===== src/rtl/mem_arbiter.sv =====
// Round-robin arbiter sharing one slave port among four masters (master 0 is the core).
// One access in flight at a time, with a timeout abort if the slave never acks.
module mem_arbiter #(
    parameter int unsigned TIMEOUT_CYC = 255
) (
    input  logic         clk,
    input  logic         rstn,
    input  logic [3:0]   m_req_i,
    input  logic [3:0]   m_wen_i,
    input  logic [127:0] m_addr_i,
    input  logic [127:0] m_wdata_i,
    output logic [31:0]  m_rdata_o,
    output logic [3:0]   m_ack_o,
    output logic         m_err_o,
    output logic         s_req_o,
    output logic         s_wen_o,
    output logic [31:0]  s_addr_o,
    output logic [31:0]  s_wdata_o,
    input  logic [31:0]  s_rdata_i,
    input  logic         s_ack_i,
    output logic [1:0]   grant_o,
    output logic         hold_core_o
);

    typedef enum logic {StIdle, StBusy} state_e;

    localparam logic [7:0] CntLast = 8'(TIMEOUT_CYC - 1);

    state_e      state_q;
    logic [1:0]  grant_q;
    logic        s_req_q;
    logic        s_wen_q;
    logic [31:0] s_addr_q;
    logic [31:0] s_wdata_q;
    logic [3:0]  m_ack_q;
    logic        m_err_q;
    logic [31:0] m_rdata_q;
    logic [7:0]  cnt_q;

    logic [3:0]  eligible;
    logic        found;
    logic [1:0]  winner;
    logic [1:0]  idx;

    // A master acked this cycle is masked so the bus can move on without a gap.
    always_comb begin
        eligible = m_req_i & ~m_ack_q;
        found    = 1'b0;
        winner   = grant_q;
        idx      = '0;
        for (int i = 1; i <= 4; i++) begin
            idx = grant_q + 2'(i);
            if (!found && eligible[idx]) begin
                found  = 1'b1;
                winner = idx;
            end
        end
    end

    always_ff @(posedge clk or negedge rstn) begin
        if (!rstn) begin
            state_q   <= StIdle;
            grant_q   <= 2'd3;
            s_req_q   <= 1'b0;
            s_wen_q   <= 1'b0;
            s_addr_q  <= '0;
            s_wdata_q <= '0;
            m_ack_q   <= '0;
            m_err_q   <= 1'b0;
            m_rdata_q <= '0;
            cnt_q     <= '0;
        end else begin
            m_ack_q <= '0;
            m_err_q <= 1'b0;
            unique case (state_q)
                StIdle: begin
                    if (found) begin
                        grant_q   <= winner;
                        s_req_q   <= 1'b1;
                        s_wen_q   <= m_wen_i[winner];
                        s_addr_q  <= m_addr_i[{winner, 5'd0} +: 32];
                        s_wdata_q <= m_wdata_i[{winner, 5'd0} +: 32];
                        cnt_q     <= '0;
                        state_q   <= StBusy;
                    end
                end
                StBusy: begin
                    if (s_ack_i) begin
                        m_rdata_q        <= s_wen_q ? 32'd0 : s_rdata_i;
                        m_ack_q[grant_q] <= 1'b1;
                        s_req_q          <= 1'b0;
                        state_q          <= StIdle;
                    end else if (cnt_q == CntLast) begin
                        m_rdata_q        <= '0;
                        m_ack_q[grant_q] <= 1'b1;
                        m_err_q          <= 1'b1;
                        s_req_q          <= 1'b0;
                        state_q          <= StIdle;
                    end else begin
                        cnt_q <= cnt_q + 8'd1;
                    end
                end
                default: state_q <= StIdle;
            endcase
        end
    end

    assign m_rdata_o = m_rdata_q;
    assign m_ack_o   = m_ack_q;
    assign m_err_o   = m_err_q;
    assign s_req_o   = s_req_q;
    assign s_wen_o   = s_wen_q;
    assign s_addr_o  = s_addr_q;
    assign s_wdata_o = s_wdata_q;
    assign grant_o   = grant_q;

    // Core stalls on its own pending access and whenever another master owns the bus.
    assign hold_core_o = (m_req_i[0] & ~m_ack_q[0]) | ((state_q == StBusy) & (grant_q != 2'd0));

endmodule


===== config.mk =====
export PLATFORM = sky130hd
export DESIGN_NAME = mem_arbiter
export DESIGN_NICKNAME = d
export VERILOG_FILES = /design/src/rtl/mem_arbiter.sv
export SDC_FILE = /design/constraint.sdc
export NUM_CORES = 1
export LEC_CHECK = 0
export ABC_CLOCK_PERIOD_IN_PS = 4830
export CORE_AREA = 2 2 157 159
export DETAILED_ROUTE_END_ITERATION = 8
export DIE_AREA = 0 0 159 161
export GPL_TIMING_DRIVEN = 1
export HOLD_SLACK_MARGIN = 0.02
export SYNTH_ARGS = -nofsm -noshare
export SYNTH_HDL_FRONTEND = slang
export SYNTH_SLANG_ARGS = --single-unit

===== constraint.sdc =====
create_clock -name clk -period 4.83 [get_ports clk]
set_clock_uncertainty 0.05 [all_clocks]
set_input_delay 0.966 -clock clk [delete_from_list [all_inputs] [get_ports clk]]
set_output_delay 0.966 -clock clk [all_outputs]
set_load 0.03 [all_outputs]

==> reports/qor.csv <==
stage;metric;value;unit
status;status;completed;
clocking;Worst-Skew Late Latency;0.41;ns
sta;count of pins over their slew limit;0;
worst_setup_path;Critical Path End Type;flip-flop;
logic_synthesis;Mapped Nets;889;
worst_setup_path;R2R Setup Slk;1.51;ns
clocking;post-cts hold buffer count;0;
die;site row count;57;
pwr;Power per Cell Area;766;mW/mm^2
logic_synthesis;largest family of logic cells by synthesized area;multiplexers;
sta;Slew HR;0.372;
logic_synthesis;sequential area share after synthesis;0.461;
detailed_routing;total vias in the final route;6063;
detailed_routing;final wirelength;24.1;mm
sta;post-layout min period;3.62;ns
die;DIE AREA;0.0256;sq mm
placement;Place WS;0.738;ns
logic_synthesis;Post-Synth Simple-Gate Area;0.104;
detailed_routing;Routed WL per cell;18.4;um
logic_synthesis;ys async rst share;1.00;
detailed_routing;via density per instance;4.62;
flow_run;# Max-Cap Violations;0;
global_route;largest net degree at the start of global routing;69;
detailed_routing;drt pass-1 iters;5;
clocking;CTS H-tree depth;4;
sta;Worst Setup Slack, final;1.21;ns
global_route;All-Layer GR Usage;0.187;
worst_setup_path;crit start category;primary input;
logic_synthesis;synth unique cells;39;
die;IO Pins;405;
global_route;total congestion overflow;0;
logic_synthesis;Post-Syn Instances;584;
worst_setup_path;Req. time, crit path;5.04;ns
clocking;CTS Buffer Depth;2;
detailed_routing;DRC;0;
worst_setup_path;Reg-to-Reg Start;grant_o[0]$_DFFE_PN1P_;
hold_path;Hold Crit Depth;2;
logic_synthesis;Synth Area in XOR/XNOR;0.00970;
logic_synthesis;multiplexer share of the synthesized area;0.220;
worst_setup_path;CP Max Fanout;63;
clocking;Resized cells post-CTS;0;
global_route;vias in the first global route;6345;
sta;RSZ-0062 raised after global routing;false;
hold_path;Hold Crit Start;m_rdata_o[25]$_DFFE_PN0P_;
worst_setup_path;worst r2r path cells;8;
worst_setup_path;FF-to-FF End;s_wdata_o[5]$_DFFE_PN0P_;
worst_setup_path;CP arrival;3.83;ns
cells_and_area;fraction of layout cells with a size suffix above 1;0.0648;
sta;Final Hold Viols;0;
cells_and_area;Layout Nets;1280;
placement;Port Buffer Count;404;
worst_setup_path;kind of critical path;primary input to flip-flop;
clocking;CTS clk-pin slew, worst paths;0.06;ns
logic_synthesis;EDFF count, synth;0;
hold_path;Worst Hold Class;flip-flop to flip-flop;
clocking;clock root buffer;clkbuf_16;
sta;setup TNS;0;ns
die;Die Span Y;161;um
logic_synthesis;Seq cells post-synth;114;
logic_synthesis;Synth Area in Adders;0.0121;
cells_and_area;Ant. Diodes;0;
placement;gpl congestion;0.830;
sta;worst slew pin tran;0.941;ns
worst_setup_path;CP max stage delay;0.60;ns
global_route;first-pass GRT wire length;37.2;mm
clocking;Num CTS Buffers;17;
logic_synthesis;compound-gate portion of the synthesized area;0.143;
clocking;clock sinks;114;
die;Initial Util;0.258;
logic_synthesis;Avg Inst Size Synth;10.6;sq um
logic_synthesis;Yosys warning total;0;
logic_synthesis;ys flop type;dfrtp_1;
placement;DP Wirelength;18.0;mm
clocking;CTS tree;built;
worst_setup_path;critical path's slowest cell;xnor2_4;
die;core area;0.0240;sq mm
sta;fmax;276;MHz
detailed_routing;DRT iter0 DRCs;324;
detailed_routing;Final ANT Viol Nets;0;
logic_synthesis;Post-Syn Area;0.00619;sq mm
pwr;Pleak;4.79;nW
hold_path;hold endpoint;m_rdata_o[25]$_DFFE_PN0P_;
sta;final setup fails;0;
pwr;Worst VDD drop;379;uV
cells_and_area;P&R area growth vs syn;80.4;%
worst_setup_path;worst path cell trace;clkdlybuf4s50_1 > nor2b_1 > mux4_2 > a31oi_2 > xnor2_4 > buf_12 > mux2i_1 > o221ai_1;
cells_and_area;most frequent cells in the layout;clkdlybuf4s50_1, mux2i_1, nand2_1, dfrtp_1, o221ai_1;
sta;Tcrit/Tclk final;0.749;
global_route;initial antenna violation count;0;
die;Die X;159;um
clocking;Setup Fix Bufs, Post-CTS;0;
cells_and_area;commonest non-fill, non-tap cell in the layout;clkdlybuf4s50_1;
-- stage by stage --
stage | hold WS [ns] | power [mW] | utilization | instances | cell area [sq um]
2_1_floorplan | 0.454 | 5.65 | - | 584 | 6190
3_3_place_gp | 0.412 | 7.22 | 0.440 | 1280 | 10500
3_5_place_dp | 0.419 | 7.30 | 0.440 | 1280 | 10500
4_1_cts | 0.433 | 8.69 | 0.466 | 1312 | 11200
5_1_grt | 0.444 | 9.12 | 0.466 | 1312 | 11200
6_report | 0.426 | 8.56 | 0.466 | 1312 | 11200
-- worst max-delay path: cells and delay by family --
| family | cells | cell delay, ns |
|---|---|---|
| buffers and inverters | 2 | 0.92 |
| multiplexers | 2 | 0.63 |
| XOR/XNOR | 1 | 0.60 |
| AND/OR/NAND/NOR | 1 | 0.39 |
| AO/OA/AOI/OAI | 2 | 0.28 |
-- per-layer routing --
metal  share of wire  GRT usage
met5               0          0
met4           0.014     0.0492
met3           0.068     0.0526
met2            0.51      0.325
met1            0.41      0.229
-- cells in the mapped netlist (all sizes together) (3+ instances only) --
master	count	area, sq um
mux2i	128	1280
nand2	119	447
dfrtp	112	2800
o221ai	65	569
clkbuf	30	113
o21ai	30	150
buf	17	176
nor2	14	52.6
a22o	8	70.1
inv	7	26.3
nor2b	7	43.8
ha	6	75.1
nand2b	4	25.0
xor2	4	35.0
a21oi	3	15.0
mux2	3	33.8
nand3	3	15.0
nand4	3	18.8
-- report_power, final --
group	internal (mW)	switching, mW	total, mW
registers	1.39	0.276	1.67
clock network	0.848	0.493	1.34
logic	2.54	3.01	5.55
total	4.78	3.78	8.56
-- how the worst max path moves through the flow --
stage,startpoint,endpoint,slack (ns),cells past startpoint
after floorplan,m_req_i[3],s_addr_o[0]$_DFFE_PN0P_,1.99,8
after global placement,m_req_i[0],s_wdata_o[20]$_DFFE_PN0P_,0.88,8
after detailed placement,m_req_i[2],s_wen_o$_DFFE_PN0P_,0.74,8
after CTS,m_req_i[2],s_wdata_o[24]$_DFFE_PN0P_,1.16,8
after global routing,m_req_i[2],s_wdata_o[24]$_DFFE_PN0P_,0.94,8
final,m_req_i[2],s_wdata_o[5]$_DFFE_PN0P_,1.21,8
-- layout make-up --
type | instances | area [sq um]
fill | 2316 | 12800
inverter | 7 | 26.3
tap | 324 | 405
clock buffer | 19 | 453
clock inverter | 13 | 173
timing repair buffer | 419 | 4200
sequential | 114 | 2860
multi-input combinational | 416 | 3050
-- kinds of logic after synthesis --
group | count (synthesis)
adder cells (fa/ha/maj) | 6
AO/OA/AOI/OAI | 115
AND/OR/NAND/NOR | 156
XOR/XNOR | 6
multiplexers | 133
buffers and inverters | 54
flip-flops | 114
-- state kept, by name, summed over array words and instances (netlist names) --
name       cells
grant_o        2
m_err_o        1
s_wen_o        1
s_addr_o      32
m_ack_o        4
s_wdata_o     32
cnt_q          8
m_rdata_o     32
s_req_o        1
state_q        1
No activity file was read; power rests on OpenSTA's default activity.
